`src/rtl/led_pattern_sched.sv`:
```
// Step/mode sequencer for the 8-LED pattern engine: prescaled step enable, hold and mode rotation.
// Optional: define SCHED_DWELL_EN to hold in SWITCH for DWELL_TICKS prescaler periods after auto mode changes.
//
// state | meaning
// 00    | IDLE   : engine held, waiting for run_req
// 01    | RUN    : prescaler counting, engine stepping
// 10    | PAUSE  : engine held, prescaler phase kept
// 11    | SWITCH : load next mode, clear counters, flush engine

module led_pattern_sched #(
  parameter int DIV_W          = 24,
  parameter int DIV_CYCLES     = 12500000,
  parameter int STEP_W         = 8,
  parameter int STEPS_PER_MODE = 32
`ifdef SCHED_DWELL_EN
  ,
  parameter int DWELL_TICKS    = 4
`endif
) (
  input  logic              clk,
  input  logic              reset,
  input  logic              run_req,
  input  logic              next_req,
  input  logic              auto_en,
  input  logic [1:0]        man_mode,
  output logic              eng_tick,
  output logic              eng_ss,
  output logic [1:0]        eng_mode,
  output logic [STEP_W-1:0] step_cnt,
  output logic [1:0]        state
);

  localparam logic [1:0] S_IDLE   = 2'b00;
  localparam logic [1:0] S_RUN    = 2'b01;
  localparam logic [1:0] S_PAUSE  = 2'b10;
  localparam logic [1:0] S_SWITCH = 2'b11;

  localparam logic [DIV_W-1:0]  DIV_LAST  = DIV_W'(DIV_CYCLES - 1);
  localparam logic [STEP_W-1:0] STEP_LAST = STEP_W'(STEPS_PER_MODE - 1);
  localparam logic [STEP_W-1:0] STEP_MAX  = {STEP_W{1'b1}};

  logic [DIV_W-1:0]  pre, pre_nxt;
  logic [1:0]        state_nxt, mode_nxt;
  logic [STEP_W-1:0] step_nxt;
  logic              ret_pause, ret_nxt;
  logic              flush_nxt;
  logic              tick_now;
  logic              mode_diff;

`ifdef SCHED_DWELL_EN
  localparam int DWELL_W = $clog2(DWELL_TICKS + 1);
  localparam logic [DWELL_W-1:0] DWELL_INIT = DWELL_W'(DWELL_TICKS);
  localparam logic [DWELL_W-1:0] DWELL_ONE  = DWELL_W'(1);

  logic               dwell, dwell_nxt;
  logic [DWELL_W-1:0] dwell_cnt, dwell_cnt_nxt;
`endif

  // A step lands in the RUN cycle that holds the terminal prescaler count.
  assign tick_now  = (state == S_RUN) && (pre == DIV_LAST);
  assign mode_diff = (man_mode != eng_mode);

  always_comb begin
    state_nxt = state;
    mode_nxt  = eng_mode;
    step_nxt  = step_cnt;
    pre_nxt   = pre;
    ret_nxt   = ret_pause;
    flush_nxt = 1'b0;
`ifdef SCHED_DWELL_EN
    dwell_nxt     = dwell;
    dwell_cnt_nxt = dwell_cnt;
`endif
    case (state)
      S_IDLE: begin
        pre_nxt = '0;
        if (run_req) begin
          state_nxt = S_RUN;
          mode_nxt  = auto_en ? 2'b00 : man_mode;
        end
      end
      S_RUN: begin
        pre_nxt = (pre == DIV_LAST) ? '0 : pre + 1'b1;
        if (tick_now && (step_cnt != STEP_MAX))
          step_nxt = step_cnt + 1'b1;
        if ((auto_en && tick_now && (step_cnt == STEP_LAST)) ||
            (auto_en && next_req && !run_req) ||
            (!auto_en && mode_diff)) begin
          state_nxt = S_SWITCH;
          ret_nxt   = run_req;
        end else if (run_req) begin
          state_nxt = S_PAUSE;
        end
      end
      S_PAUSE: begin
        if (run_req) begin
          state_nxt = S_RUN;
        end else if ((auto_en && next_req) || (!auto_en && mode_diff)) begin
          state_nxt = S_SWITCH;
          ret_nxt   = 1'b1;
        end
      end
      default: begin
        ret_nxt = ret_pause ^ run_req;
`ifdef SCHED_DWELL_EN
        if (!dwell) begin
          mode_nxt  = auto_en ? eng_mode + 2'd1 : man_mode;
          step_nxt  = '0;
          pre_nxt   = '0;
          flush_nxt = 1'b1;
          if (auto_en) begin
            dwell_nxt     = 1'b1;
            dwell_cnt_nxt = DWELL_INIT;
          end else begin
            state_nxt = ret_nxt ? S_PAUSE : S_RUN;
          end
        end else if (next_req) begin
          mode_nxt      = eng_mode + 2'd1;
          pre_nxt       = '0;
          flush_nxt     = 1'b1;
          dwell_cnt_nxt = DWELL_INIT;
        end else if (pre == DIV_LAST) begin
          pre_nxt = '0;
          if (dwell_cnt == DWELL_ONE) begin
            dwell_nxt = 1'b0;
            state_nxt = ret_nxt ? S_PAUSE : S_RUN;
          end else begin
            dwell_cnt_nxt = dwell_cnt - 1'b1;
          end
        end else begin
          pre_nxt = pre + 1'b1;
        end
`else
        mode_nxt  = auto_en ? eng_mode + 2'd1 : man_mode;
        step_nxt  = '0;
        pre_nxt   = '0;
        flush_nxt = 1'b1;
        state_nxt = ret_nxt ? S_PAUSE : S_RUN;
`endif
      end
    endcase
  end

  // Outputs are registered from next-state values so resume after PAUSE keeps tick phase.
  always_ff @(posedge clk or negedge reset) begin
    if (!reset) begin
      state     <= S_IDLE;
      eng_mode  <= 2'b00;
      step_cnt  <= '0;
      pre       <= '0;
      ret_pause <= 1'b0;
      eng_tick  <= 1'b0;
      eng_ss    <= 1'b1;
    end else begin
      state     <= state_nxt;
      eng_mode  <= mode_nxt;
      step_cnt  <= step_nxt;
      pre       <= pre_nxt;
      ret_pause <= ret_nxt;
      eng_tick  <= flush_nxt || ((state_nxt == S_RUN) && (pre_nxt == DIV_LAST));
      eng_ss    <= !(flush_nxt || (state_nxt == S_RUN));
    end
  end

`ifdef SCHED_DWELL_EN
  always_ff @(posedge clk or negedge reset) begin
    if (!reset) begin
      dwell     <= 1'b0;
      dwell_cnt <= '0;
    end else begin
      dwell     <= dwell_nxt;
      dwell_cnt <= dwell_cnt_nxt;
    end
  end
`endif

endmodule
```
`config.mk`:
```
export PLATFORM = sky130hd
export DESIGN_NAME = led_pattern_sched
export DESIGN_NICKNAME = d
export VERILOG_FILES = /design/src/rtl/led_pattern_sched.sv
export SDC_FILE = /design/constraint.sdc
export NUM_CORES = 1
export LEC_CHECK = 0
export CAP_MARGIN = 10
export CELL_PAD_IN_SITES_DETAIL_PLACEMENT = 0
export CELL_PAD_IN_SITES_GLOBAL_PLACEMENT = 2
export CORE_ASPECT_RATIO = 1.75
export CORE_MARGIN = 3
export CORE_UTILIZATION = 35
export CTS_CLUSTER_SIZE = 10
export DETAILED_ROUTE_END_ITERATION = 10
export PLACE_DENSITY_LB_ADDON = 0.1
export SLEW_MARGIN = 25
export SYNTH_ARGS = -nofsm -noshare
export SYNTH_HDL_FRONTEND = slang
export SYNTH_SLANG_ARGS = --single-unit
```
`constraint.sdc`:
```
create_clock -name clk -period 3.4 [get_ports clk]
set_clock_uncertainty 0.2 [all_clocks]
set_input_delay 0.68 -clock clk [delete_from_list [all_inputs] [get_ports clk]]
set_output_delay 0.68 -clock clk [all_outputs]
set_load 0.02 [all_outputs]
```
# Yosys cells after proc, flatten, opt, wreduce, memory -nomap -nowiden
# Cells that the tools add are included.
dict set report classes {
  n_addsub 3
  n_mul 0
  div 0
  n_lt_le_gt_ge 0
  n_eq_ne 13
  shift 0
  mux 20
  n_bitwise 4
  reduce_logical 23
}
# operator count
set ops {}
lappend ops {{equality test 24 bit (second input constant)} 2}
lappend ops {{one-hot mux 24 bit (2 select lines)} 1}
lappend ops {{adder 24 x 1 -> 24 bit (second input constant)} 1}
lappend ops {{two-way mux 24 bit} 1}
lappend ops {{two-way mux 2 bit} 9}
lappend ops {{one-hot mux 8 bit (2 select lines)} 1}
lappend ops {{adder 8 x 1 -> 8 bit (second input constant)} 1}
lappend ops {{equality test 8 x 5 -> 1 bit (second input constant)} 1}
lappend ops {{logical AND 1 bit} 8}
lappend ops {{two-way mux 8 bit} 1}
lappend ops {{!= test 8 bit (second input constant)} 1}
lappend ops {{!= test 2 bit (second input constant)} 3}
lappend ops {{one-hot mux 2 bit (3 select lines)} 1}
lappend ops {{logical OR 1 bit} 5}
lappend ops {{equality test 2 x 1 -> 1 bit (second input constant)} 2}
lappend ops {{two-way mux 1 bit} 4}
lappend ops {{!= test 2 x 1 -> 1 bit (second input constant)} 2}
lappend ops {{one-hot mux 2 bit (2 select lines)} 1}
lappend ops {{AND reduction 2 bit} 2}
lappend ops {{AND reduction 4 bit} 1}
lappend ops {{OR reduction 2 bit} 2}
lappend ops {{logical NOT 1 bit} 3}
lappend ops {{NOT 1 bit} 3}
lappend ops {{one-hot mux 1 bit (3 select lines)} 1}
lappend ops {{6 further kinds} 6}
dict set report word_totals {
  regBits 39
  latchBits 0
  mem_bits_rw 0
  romBits 0
  in_bits 7
  out_inout_bits 14
  wordCells 70
  memories 0
}

# Longest topological paths before layout
# Gate-level depths: netlist of run 1.
dict set report depth {
  depth_word 11
  depth_mapped 11
  depth_no_buf 10
}

# Worst setup path before layout of run 1
# Ideal clock, no wire load.
dict set report synth_path {
  kind {reg-to-reg}
  start {register state[0]}
  end {register eng_tick}
  setup_ns 0.103
  arrival_time_ns 2.507
  t_required_ns 3.097
  path_slack_ns 0.589
  path_stages_with_launch 9
  path_buffers 0
  period_less_slack_ns 2.811
  cell_sequence {dfrtp_1 > inv_1 > ha_1 > clkinv_1 > or4_1 > nand3_1 > nand2_1 > or4b_1 > o41ai_2}
}
dict set report synth_via {
  word_cells_on_any_way 21
  cone_classes {eq/ne (4); mux (8); reduce/logical (9)}
}
# item line
set synth_lines {}
lappend synth_lines {{from (decl)} 30} ;# output logic [1:0] state
lappend synth_lines {{from (signal assigned)} 155} ;# state <= state_nxt;
lappend synth_lines {{equality test 2 bit / equality test 2 x 1 -> 1 bit (equally long branches)} 74} ;# case (state)
lappend synth_lines {{one-hot mux 24 bit (2 select lines) (*)} 74}
lappend synth_lines {{named net pre_nxt[11]} 42} ;# logic [DIV_W-1:0] pre, pre_nxt;
lappend synth_lines {{equality test 24 bit (*)} 160} ;# eng_tick <= flush_nxt || ((state_nxt == S_RUN) && (pre_nxt == DIV_LAST));
lappend synth_lines {{logical AND 1 bit (*)} 160}
lappend synth_lines {{logical OR 1 bit (*)} 160}
lappend synth_lines {{to (signal assigned)} 160}
lappend synth_lines {{to (decl)} 26} ;# output logic eng_tick,
# The timed path passes the listed nets; every way through them passes the cells marked *.
# A chain may end at the register's enable or synchronous reset.

# Final worst setup path of run 1
dict set report layout_path {
  start {register pre[0]}
  end {register eng_tick}
}
dict set report layout_via {
  word_cells_on_any_way 15
  cone_classes {add/sub (1); eq/ne (3); mux (4); reduce/logical (7)}
}
# item line
set layout_lines {}
lappend layout_lines {{from (decl)} 42}
lappend layout_lines {{from (signal assigned)} 158} ;# pre <= pre_nxt;
lappend layout_lines {{adder 24 x 1 -> 24 bit / equality test 24 bit (equally long branches)} 83} ;# pre_nxt = (pre == DIV_LAST) ? '0 : pre + 1'b1;
lappend layout_lines {{two-way mux 24 bit (*)} 83}
lappend layout_lines {{one-hot mux 24 bit (2 select lines) (*)} 74}
lappend layout_lines {{named net pre_nxt[11]} 42}
lappend layout_lines {{equality test 24 bit (*)} 160}
lappend layout_lines {{logical AND 1 bit (*)} 160}
lappend layout_lines {{logical OR 1 bit (*)} 160}
# Marks and branches as above.

==> results_dict.tcl, run 1 <==
set metrics [dict create \
    setup_tns_ps 0 \
    synth_ff_type "dfrtp_1" \
    gp_congestion 0.835 \
    htree_levels 2 \
    synthCells 317 \
    cp-endpoint "eng_tick" \
    clk_latency_ps 290 \
    path_max_fanout 13 \
    cts_setup_buffers 0 \
    clkSlewWorstSetupHoldPaths_ps 60 \
    cts_made_buffers 5 \
    r2r-start "pre[0]" \
    cp.arrival_ps 3080 \
    design.core.area_um2 7340 \
    cts_tree "built" \
    grt_pass1_vias 2606 \
    dp_hpwl_um 6280 \
    grt.total_usage_pct 20.9 \
    syn_area_per_cell_um2 8.43 \
    synthesis.nets 330 \
    fmax_mhz 323 \
    fin_nets 360 \
    status "completed" \
    overflow 0 \
    hold_class "input pin to asynchronous set/reset pin" \
    rrSetupSlack_ps 300 \
    worst-setup-path-type "register to register" \
    synth_area_leaders "dfrtp_1 36%, nor2_1 5.2%, nand2_1 4.1%, o21ai_0 3.9%, nand3_1 3.7%" \
    portBuffers 20 \
    synth_seq_cells 39 \
    start_util_pct 36.4 \
    drc 0 \
    cts-root-buf "clkbuf_16" \
    clk_path_buf_depth 2 \
    rsz0062_at_grt "no" \
    slew_headroom_pct 48.9 \
    post-route-util_pct 43.2 \
    fp-row-count 41 \
    ys_types 64 \
    cp-start-kind "register" \
    synth_edf_count 0 \
    vias 2488 \
    antenna_cells 0 \
    ir_worst_vdd_mv 0.338 \
    grt_max_degree 40 \
    antenna_left 0 \
    fp.dieH_um 122 \
    area_growth_pct 18.4 \
    yosys_warnings 0 \
    dieArea_um2 8770 \
    grt_pass1_wl_um 13900 \
    cts_hold_buf 0 \
    worstPathRequired_ps 3390 \
    regArea_um2 977 \
    multi_input_area_um2 1540 \
    end_kind "register" \
    post-route-period-util_pct 91.1 \
    p_leak_uw 0.00138 \
    drv_cap 0 \
    r2r-end "eng_tick" \
    synthArstFlopShare_pct 100 \
    yosysTopAreaCellShare_pct 35.6 \
    synth.most_common_cell "dfrtp_1" \
    fin_crit_ps 3100 \
    place_ws_ps 132 \
    setup_slack_ps 303 \
    die_x_um 72.1 \
    wl_um 8410 \
    nFillCells 779 \
    worstRegToRegCells 10 \
    synth_top_area_cell "dfrtp_1" \
    yosysSeqAreaShare_pct 36.5 \
    wire_per_inst_um 19.4 \
    finalHoldViolations 0 \
    powerDensity_nw_per_um2 691 \
    layout-drive-gt1-share_pct 13.2 \
    synth_common_cells "38 x dfrtp_1, 37 x nor2_1, 29 x nand2_1" \
    first_pass_iters 4 \
    setup_viol 0 \
    antenna_found_initial 0 \
    drv_slew 0 \
    critPathLaunch "pre[0]" \
    tightestPinTransition_ps 761 \
    netlist_area_um2 2670 \
    cts.sinks 39 \
    viasPerCell 5.73 \
    io_pins 21 \
    drt_iter0_drc 181 \
    cts.repair.resized 0 \
]
==> kinds of logic (layout without fill, tap and decap cells) <==
family / after synthesis / in the layout / share of synthesized area (%)
xor+xnor: 10 / 10 / 3.28
simple gates: 158 / 158 / 32.9
mux: 3 / 3 / 1.17
buf+inv: 30 / 61 / 5.76
compound gates: 71 / 71 / 17.5
flops: 39 / 39 / 36.5
fa+ha+maj: 6 / 6 / 2.81
==> cells in the final DEF, fill, tap and decap left out, types with 3 or more instances in the layout <==
| cell type | count |
|---|---|
| a21oi_1 | 19 |
| clkbuf_16 | 5 |
| nor2_1 | 37 |
| nor4_1 | 3 |
| and2_1 | 7 |
| xnor2_1 | 6 |
| a22oi_1 | 3 |
| o21ai_0 | 21 |
| nand3b_1 | 4 |
| nor3_1 | 10 |
| clkdlybuf4s50_1 | 19 |
| nand2_1 | 29 |
| dfrtp_1 | 38 |
| nand3_1 | 20 |
| or3_1 | 3 |
| nand4_1 | 14 |
| a31oi_1 | 6 |
| and3_1 | 5 |
| ha_1 | 6 |
| a21o_1 | 3 |
| and4_1 | 4 |
| xor2_1 | 4 |
| clkinv_2 | 3 |
| buf_4 | 17 |
| nand2b_1 | 3 |
| inv_1 | 15 |
==> how the worst min path moves through the flow <==
stage                 from           to  slack [ps]  depth (start not counted)
5_1_grt              reset       pre[7]         210                          1
4_1_cts        step_cnt[1]  step_cnt[1]         370                          2
2_1_floorplan        reset  eng_mode[0]         180                          0
3_5_place_dp   step_cnt[1]  step_cnt[1]         350                          2
3_3_place_gp     ret_pause    ret_pause         330                          2
6_report             reset       pre[7]         180                          1
==> area by class of cell <==
class                      instances  area share, %
clock buffer                       5           3.95
clock inverter                     3          0.474
inverter                          16           1.90
multi-input combinational        248           48.7
sequential                        39           30.9
tap                               86           3.40
timing repair buffer              37           10.7
==> routing by layer <==
layer	up-vias	GRT usage, %	wire [um]
li1	1208	-	-
met2	47	39.4	4790
met3	19	3.39	234
met4	0	9.29	303
met5	-	0	0
met1	1214	22.0	3080
==> where the power goes <==
group	leakage [uW]	total (uW)	switching (uW)	internal, uW
Clock	0.0000733	471	202	268
Sequential	0.000528	589	63.0	526
Combinational	0.000774	1130	713	413
Total	0.00138	2190	979	1210
==> registers in the layout, indices dropped and copies added, names as in the netlist <==
signal / cells
pre: 24
step_cnt: 8
eng_mode: 2
state: 2
eng_ss: 1
eng_tick: 1
ret_pause: 1
==> through the flow <==
step           power [uW]  hold slack, ps  instances  instance area [um2]
6_report             2190             177        434                 3170
5_1_grt              2350             211        434                 3170
3_3_place_gp         1750             335        426                 3020
4_1_cts              2230             367        434                 3160
2_1_floorplan        1260             184        317                 2670
3_5_place_dp         1750             349        426                 3020
==> critical path: stages, from the launching register on <==
cell and delay (ps):
dfrtp_1 430, ha_1 270, and4_4 230, nand4_2 110, o21ai_4 130, buf_12 180, or4_1 460, nand3_1 110
nand2_1 100, or4b_1 560, o41ai_2 210
Power figures use the tool's default switching activity.
==> run 2: changes to the inputs <==
Settings changed: CAP_MARGIN 10 to 20, CORE_MARGIN 3 to 1.5.
==> run 2 against run 1 <==
Effect of this change:
- sequential power barely moved
- largest cell class unchanged
- power rose by 2.3%
- die area fell by 6.5%
- critical endpoint unchanged
- clock power up 21%
- critical path type unchanged
==> results_dict.tcl, run 2 (synthesis gave the netlist of run 1 again) <==
set metrics [dict create \
    tightestPinTransition_ps 717 \
    drv_slew 0 \
    fmax_mhz 318 \
    worstPathCellList "ha_1 -> and4_4 -> nand4_2 -> o21ai_4 -> buf_4 -> or4_1 -> nand3_1 -> nand2_1 -> or4b_1 -> o41ai_2" \
    overflow 0 \
    nFillCells 790 \
    wire_per_inst_um 19.3 \
    end_kind "register" \
    dieArea_um2 8190 \
    cts_made_buffers 5 \
    grt-busiest-layer "met2" \
    cts.repair.resized 0 \
    antenna_cells 0 \
    die_x_um 69.1 \
    status "completed" \
    cts_tree "built" \
    grt_max_degree 40 \
    worst-setup-path-type "register to register" \
    worstPathRequired_ps 3390 \
    drv_cap 0 \
    grt_pass1_wl_um 13600 \
    cp.arrival_ps 3140 \
    ir_worst_vdd_mv 0.530 \
    setup_viol 0 \
    fp-row-count 42 \
    mostFrequentLayoutCells "38 x dfrtp_1, 37 x nor2_1, 29 x nand2_1, 21 x o21ai_0, 20 x nand3_1" \
    rsz0062_at_grt "no" \
    slowest_delay_ps 570 \
    largest_reg_flops 24 \
    antenna_left 0 \
    drt_iter0_drc 73 \
    top_register "pre" \
    clk_latency_ps 290 \
    layout_commonest_cell "dfrtp_1" \
    vias 2481 \
    antenna_found_initial 0 \
    met1_usage_pct 22.6 \
    viasPerCell 5.72 \
    path_max_fanout 13 \
    cp-start-kind "register" \
    top_regs "pre (24), step_cnt (8)" \
    cp_slowest_cell "or4b_1" \
    design.core.area_um2 7460 \
    grt_use_met2_pct 41.5 \
    r2r-start "pre[0]" \
    clk_path_buf_depth 2 \
    fin_nets 358 \
    dp_hpwl_um 6230 \
    cts.sinks 39 \
    gp_congestion 0.796 \
    layout-drive-gt1-share_pct 12.7 \
    hold_class "input pin to asynchronous set/reset pin" \
    portBuffers 20 \
    first_pass_iters 4 \
    grt.total_usage_pct 21.6 \
    cts_hold_buf 0 \
    grt_pass1_vias 2551 \
    fin_crit_ps 3140 \
    fp.dieH_um 119 \
    powerDensity_nw_per_um2 705 \
    htree_levels 2 \
    critPathLaunch "pre[0]" \
    start_util_pct 35.8 \
    clkSlewWorstSetupHoldPaths_ps 60 \
    use_met3_pct 2.73 \
    post-route-period-util_pct 92.5 \
    finalHoldViolations 0 \
    io_pins 21 \
    cts_setup_buffers 0 \
    wl_um 8370 \
    drc 0 \
    area_growth_pct 18.7 \
    fin_hold_ws_ps 186 \
    setup_tns_ps 0 \
    slew_headroom_pct 51.9 \
    cts-root-buf "clkbuf_16" \
    p_leak_uw 0.00137 \
]
run 2: cell count changes in the layout (fill, tap and decap cells not counted), sizes merged:
cell | previous run | this run
buf | 18 | 16
bufinv | 0 | 1
clkbuf | 5 | 6
clkinv | 4 | 2
run 2: area by class of cell:
type / instances / area, um2 / area share, %
Timing Repair Buffer: 35 / 310 / 9.78
Clock buffer: 6 / 139 / 4.38
Inverter: 16 / 60.1 / 1.89
Multi-Input combinational cell: 248 / 1540 / 48.6
Sequential cell: 39 / 977 / 30.8
Tap cell: 88 / 110 / 3.47
Clock inverter: 2 / 35.0 / 1.10
run 2: worst paths after layout:
path	endpoint	slack [ps]	cells after the start
min	pre[7]	190	1
min in group clk	step_cnt[1]	340	2
max reg2reg	eng_tick	260	10
max in group asynchronous	eng_ss	2420	1
min reg2reg	step_cnt[1]	340	2
max	eng_tick	260	10
run 2: power by group:
part	internal (uW)	switching [uW]
combinational	378	699
sequential	526	64.6
clock	365	204
total	1270	968
run 2: per-stage QoR:
| step | utilization (%) | setup WS (ps) | instance area [um2] | power [uW] | instances |
|---|---|---|---|---|---|
| 3_3_place_gp | 40.2 | 164 | 3000 | 1690 | 426 |
| 5_1_grt | 42.5 | 135 | 3170 | 2400 | 434 |
| 4_1_cts | 42.5 | 272 | 3170 | 2270 | 434 |
| 6_report | 42.5 | 255 | 3170 | 2240 | 434 |
| 2_1_floorplan | - | 589 | 2670 | 1260 | 317 |
| 3_5_place_dp | 40.2 | 150 | 3000 | 1690 | 426 |
run 2: worst max-delay path: cells and delay by family, from the launching register on:
family,cells,cell delay (ps)
AOI/OAI and AO/OA,2,350
DFF,1,440
buffers and inverters,1,200
and+or+nand+nor,6,1600
adders and majority gates,1,270
run 2: per-layer routing:
layer / vias to the layer above / wire length [um]
met5: - / 0
li1: 1207 / -
met3: 15 / 181
met4: 0 / 293
met2: 36 / 4750
met1: 1223 / 3140
==> run 3: changes to the inputs <==
Settings changed: TNS_END_PERCENT set to 20.
==> results of run 3 <==
No change in the layout: final DEF, timing and power equal those of run 2.
